[config.mk]
export PLATFORM = sky130hd
export DESIGN_NAME = bcd_counter
export DESIGN_NICKNAME = d
export VERILOG_FILES = /design/src/rtl/bcd_pkg.sv /design/src/rtl/bcd_digit.sv /design/src/rtl/bcd_counter.sv
export SDC_FILE = /design/constraint.sdc
export NUM_CORES = 1
export LEC_CHECK = 0
export BUFFER_PORTS_ARGS = -buffer_cell sky130_fd_sc_hd__buf_2
export CORE_MARGIN = 5
export CORE_UTILIZATION = 50
export DETAILED_ROUTE_END_ITERATION = 7
export PLACE_DENSITY = 0.75
export SLEW_MARGIN = 20
export SYNTH_ARGS = -nofsm -noshare
export SYNTH_HDL_FRONTEND = slang
export SYNTH_SLANG_ARGS = --single-unit
export TNS_END_PERCENT = 20
[constraint.sdc]
create_clock -name clk -period 4 [get_ports clk]
set_input_delay 0.2 -clock clk [delete_from_list [all_inputs] [get_ports clk]]
set_output_delay 0.2 -clock clk [all_outputs]
set_load 0.03 [all_outputs]
[src/rtl/bcd_pkg.sv]
// Shared BCD constants and helpers for the multi-digit counter.
package bcd_pkg;

    localparam logic [3:0] BCD_MAX  = 4'd9;
    localparam logic [3:0] BCD_ZERO = 4'd0;

    function automatic logic is_bcd(input logic [3:0] nibble);
        return nibble <= BCD_MAX;
    endfunction

endpackage

[src/rtl/bcd_digit.sv]
// One BCD digit: steps up or down when its carry-in is set and reports
// carry/borrow out when it rolls over 9->0 or 0->9.
module bcd_digit
    import bcd_pkg::*;
(
    input  logic [3:0] digit_i,
    input  logic       step_i,
    input  logic       dir_i,     // 0 = up, 1 = down
    output logic [3:0] digit_o,
    output logic       cout_o
);

    always_comb begin
        digit_o = digit_i;
        cout_o  = 1'b0;
        if (step_i) begin
            if (!dir_i) begin
                if (digit_i == BCD_MAX) begin
                    digit_o = BCD_ZERO;
                    cout_o  = 1'b1;
                end else begin
                    digit_o = digit_i + 4'd1;
                end
            end else begin
                if (digit_i == BCD_ZERO) begin
                    digit_o = BCD_MAX;
                    cout_o  = 1'b1;
                end else begin
                    digit_o = digit_i - 4'd1;
                end
            end
        end
    end

endmodule

[src/rtl/bcd_counter.sv]
// Multi-digit BCD up/down counter with clear, validated parallel load and
// wrap/saturate behaviour at the ends of the range.
module bcd_counter
    import bcd_pkg::*;
#(
    parameter int DIGITS = 4,
    parameter bit WRAP   = 1'b1
) (
    input  logic                  clk,
    input  logic                  reset,
    input  logic                  clear,
    input  logic                  load,
    input  logic [4*DIGITS-1:0]   load_value,
    input  logic                  inc,
    input  logic                  dec,
    output logic [4*DIGITS-1:0]   display,
    output logic                  carry,
    output logic                  borrow,
    output logic                  at_max,
    output logic                  at_zero,
    output logic                  load_err
);

    localparam int W = 4 * DIGITS;

    logic [W-1:0]    display_q, display_d, stepped;
    logic [DIGITS:0] chain;
    logic            carry_q, carry_d;
    logic            borrow_q, borrow_d;
    logic            load_err_q, load_err_d;
    logic            step, load_ok;

    assign step     = inc ^ dec;
    assign chain[0] = step;

    // Carry/borrow ripples through every digit in the same cycle.
    for (genvar g = 0; g < DIGITS; g++) begin : g_digit
        bcd_digit u_digit (
            .digit_i (display_q[4*g +: 4]),
            .step_i  (chain[g]),
            .dir_i   (dec),
            .digit_o (stepped[4*g +: 4]),
            .cout_o  (chain[g+1])
        );
    end

    always_comb begin
        load_ok = 1'b1;
        for (int i = 0; i < DIGITS; i++) begin
            if (!is_bcd(load_value[4*i +: 4])) load_ok = 1'b0;
        end
    end

    // A ripple out of the top digit means the step crossed an end of the range.
    always_comb begin
        display_d  = display_q;
        carry_d    = 1'b0;
        borrow_d   = 1'b0;
        load_err_d = 1'b0;
        if (clear) begin
            display_d = '0;
        end else if (load) begin
            if (load_ok) display_d = load_value;
            else         load_err_d = 1'b1;
        end else if (step) begin
            if (!chain[DIGITS]) begin
                display_d = stepped;
            end else if (WRAP) begin
                display_d = stepped;
                carry_d   = inc;
                borrow_d  = dec;
            end
        end
    end

    always_ff @(posedge clk or posedge reset) begin
        if (reset) begin
            display_q  <= '0;
            carry_q    <= 1'b0;
            borrow_q   <= 1'b0;
            load_err_q <= 1'b0;
        end else begin
            display_q  <= display_d;
            carry_q    <= carry_d;
            borrow_q   <= borrow_d;
            load_err_q <= load_err_d;
        end
    end

    assign display  = display_q;
    assign carry    = carry_q;
    assign borrow   = borrow_q;
    assign load_err = load_err_q;
    assign at_max   = (display_q == {DIGITS{BCD_MAX}});
    assign at_zero  = (display_q == '0);

endmodule

==> metrics.json <==
{
  "timing.setup.critical_path_class": {"value": "flip-flop to flip-flop"},
  "worst_slew_margin_rel": {"value": 40.0, "unit": "%"},
  "synth.ff_latch_count": {"value": 19},
  "fill_cells": {"value": 367},
  "number_of_buffers_added_to_fix_hold_violations_after_cts": {"value": 0},
  "core-area": {"value": 0.00369, "unit": "mm2"},
  "die_h": {"value": 71.9, "unit": "um"},
  "worst_slew_pin_slew": {"value": 0.895, "unit": "ns"},
  "hpwl": {"value": 3520, "unit": "um"},
  "synth_top_cell_area_share": {"value": 24.8, "unit": "%"},
  "number_of_synthesis_warnings": {"value": 0},
  "final.setup.tns": {"value": 0, "unit": "ns"},
  "synth_area": {"value": 0.00191, "unit": "mm2"},
  "clock-root-buffer": {"value": "clkbuf_8"},
  "final.period_utilization": {"value": 57.1, "unit": "%"},
  "ys_seq_area_share": {"value": 24.8, "unit": "%"},
  "clk-insertion-delay-late": {"value": 0.26, "unit": "ns"},
  "rows": {"value": 22},
  "postSynth.asyncResetShare": {"value": 100, "unit": "%"},
  "synthesis.instances": {"value": 240},
  "die_x": {"value": 71.9, "unit": "um"},
  "grt_start_max_net_pins": {"value": 32},
  "hold_violations": {"value": 0},
  "finalNetCount": {"value": 306},
  "p_leak": {"value": 1.01, "unit": "nW"},
  "place.gp.congestion": {"value": 0.954},
  "critical_path_peak_fanout": {"value": 8},
  "diodes": {"value": 0},
  "fmaxAchievable": {"value": 438, "unit": "MHz"},
  "arrival": {"value": 2.44, "unit": "ns"},
  "netlist.top_cell.by_area": {"value": "dfrtp_1"},
  "cts_clock_pin_slew_for_the_worst_setup_and_hold_paths": {"value": 0.08, "unit": "ns"},
  "status": {"value": "complete, no violations"},
  "routed_wl": {"value": 4840, "unit": "um"},
  "detailed_route_via_count": {"value": 1852},
  "placed_area": {"value": 0.00211, "unit": "mm2"},
  "drv.max_cap_violation_count": {"value": 0},
  "worstHoldPathType": {"value": "input pin to asynchronous set/reset pin"},
  "cts_post_setup_buffers_inserted": {"value": 0},
  "routed_via_density": {"value": 5.82},
  "area.sequential": {"value": 475, "unit": "um2"},
  "global_route_overflow": {"value": 0},
  "portBuffers": {"value": 42},
  "yosys-top-cells-count": {"value": "nand2_1 (20), dfrtp_1 (19), a21oi_1 (17)"},
  "clock_skew": {"value": 0.00470, "unit": "ns"},
  "drt_first_iter_violations": {"value": 191},
  "data_required_time_at_the_worst_endpoint": {"value": 4.15, "unit": "ns"},
  "start_util": {"value": 51.9, "unit": "%"},
  "synth_most_common_cell": {"value": "nand2_1"},
  "drt-pass1-iter-count": {"value": 4},
  "synth.top_cells.by_area": {"value": "dfrtp_1 (25%), ha_1 (8.5%), a21oi_1 (4.4%)"},
  "layout.cell_area.non_filler": {"value": 0.00216, "unit": "mm2"},
  "setup_viol_count_final": {"value": 0},
  "antenna_found_initial": {"value": 0},
  "finalWorstPathRequiredPeriod": {"value": 2.28, "unit": "ns"},
  "drive_gt1_share": {"value": 20.7, "unit": "%"},
  "cts_num_sinks": {"value": 19},
  "ctsLongestPathBuffers": {"value": 2},
  "critPathCaptureType": {"value": "flip-flop"},
  "wire_length_of_the_first_global_routing_pass": {"value": 8110, "unit": "um"},
  "cts-buffers-inserted": {"value": 3},
  "mappedNetlistNets": {"value": 275},
  "cts_tree": {"value": "yes"},
  "number_of_synthesized_flops_with_an_enable_pin": {"value": 0},
  "globalRouteTotalUtil": {"value": 19.3, "unit": "%"},
  "cts_resized": {"value": 0},
  "avgSynthCellArea": {"value": 7.98, "unit": "um2"},
  "pins_over_slew_limit": {"value": 0},
  "reg2reg_setup_slack": {"value": 1.72, "unit": "ns"},
  "cellPowerDensity": {"value": 325, "unit": "mW/mm2"},
  "synthDistinctLibCells": {"value": 52},
  "route.antenna.remaining_nets": {"value": 0},
  "drt-wirelength-per-cell": {"value": 15.2, "unit": "um"},
  "synth-main-ff-cell": {"value": "dfrtp_1"},
  "multi_input_gate_area_in_the_final_layout": {"value": 0.00130, "unit": "mm2"},
  "grt_pass1_vias": {"value": 1714},
  "overall_die_area": {"value": 0.00517, "unit": "mm2"},
  "cts_htree_levels": {"value": 1},
  "timing.critical_path.from_type": {"value": "flip-flop"},
  "design.portCount": {"value": 43},
  "syn2layout_area_growth": {"value": 12.8, "unit": "%"},
  "vdd_ir_drop_max": {"value": 0.000182, "unit": "V"},
  "remaining_drc_errors": {"value": 0},
  "rsz0062_at_grt": {"value": "no"}
}
-- layout by cell type, fill, tap and decap left out, types with 2 or more instances in the layout --
cell type  netlist  routed
nor2b_1          6       6
a21oi_1         17      17
or3_1            2       2
xnor2_1          2       2
dfrtp_1         19      19
nand4bb_1        2       2
mux2_4           3       3
nor2_1          13      13
inv_1           16      16
o21ai_1          4       4
nand2b_1        13      13
a32o_1           2       2
and4_1           2       2
nor3_1           6       6
o22ai_1          2       2
o31ai_1          8       8
a211oi_1         6       6
a31oi_1          4       4
a311oi_1         3       3
clkbuf_8         0       3
ha_1            13      13
a211o_1          2       2
o21bai_1         3       3
nand3_1         12      12
inv_2            3       3
nand3b_1         3       3
a221oi_1         3       3
nand2_1         20      20
o221ai_1         2       2
buf_2            3      42
o21ai_0         11      11
nor4_1           2       2
mux2i_1          2       2
-- layout make-up --
type                    count  area share [%]
clock buffers               3            1.91
inverters                  19            3.30
repair buffers             42            9.73
flip-flops and latches     19            22.0
well taps                  48            2.78
clock inverters             1           0.232
multi-input cells         186            60.0
-- per-layer routing --
| metal | wire (um) | vias up | GRT usage (%) |
|---|---|---|---|
| li1 | - | 942 | - |
| met1 | 2340 | 851 | 28.7 |
| met2 | 2200 | 55 | 30.1 |
| met3 | 278 | 4 | 2.52 |
| met4 | 24 | 0 | 2.92 |
| met5 | 0 | - | 0 |
-- flip-flops by register name, summed over array words and instances, names as in the netlist --
| register | count |
|---|---|
| load_err | 1 |
| display | 16 |
| carry | 1 |
| borrow | 1 |
-- cells by family (layout without fill, tap and decap cells) --
group	count (synthesis)	count (layout)	share of synthesized area, %
and+or+nand+nor	90	90	27.1
adders and majority gates	13	13	8.50
muxes	5	5	3.40
xor gates and xnor gates	2	2	0.915
AOI/OAI and AO/OA	76	76	27.8
DFF	19	19	24.8
buffers and inverters	35	65	7.45
-- worst max-delay path: stages (launching register included) --
cell,delay (ns)
dfrtp_1,0.46
inv_1,0.13
ha_1,0.24
nand4bb_1,0.20
a221oi_4,0.39
a211oi_1,0.11
or2_1,0.33
mux2_4,0.32
-- per-stage QoR --
| stage | util (%) | total power, mW | hold slack [ns] | cells | setup slack (ns) |
|---|---|---|---|---|---|
| 2_1_floorplan | - | 0.489 | 0.151 | 240 | 1.72 |
| 3_3_place_gp | 57.3 | 0.562 | 0.374 | 314 | 1.73 |
| 3_5_place_dp | 57.3 | 0.564 | 0.382 | 314 | 1.65 |
| 4_1_cts | 58.5 | 0.703 | 0.0943 | 318 | 1.72 |
| 5_1_grt | 58.5 | 0.750 | 0.134 | 318 | 1.50 |
| 6_report | 58.5 | 0.703 | 0.0616 | 318 | 1.72 |
-- power by group --
part | switching (mW) | total, mW | internal, mW
combinational | 0.180 | 0.300 | 0.120
sequential | 0.0511 | 0.263 | 0.212
clock | 0.0702 | 0.140 | 0.0694
total | 0.301 | 0.703 | 0.401
-- path summary, 6_finish.rpt --
check / startpoint / endpoint / cells after the start
setup / recovery: display[0]$_DFFE_PP0P_ / display[12]$_DFFE_PP0P_ / 7
hold / removal: reset / display[5]$_DFFE_PP0P_ / 2
setup reg to reg: display[0]$_DFFE_PP0P_ / display[12]$_DFFE_PP0P_ / 7
hold reg to reg: display[1]$_DFFE_PP0P_ / display[1]$_DFFE_PP0P_ / 1
max in group asynchronous: reset / display[8]$_DFFE_PP0P_ / 2
min in group clk: load_value[11] / display[11]$_DFFE_PP0P_ / 3
Note: power is estimated with default switching activity, not from simulation.
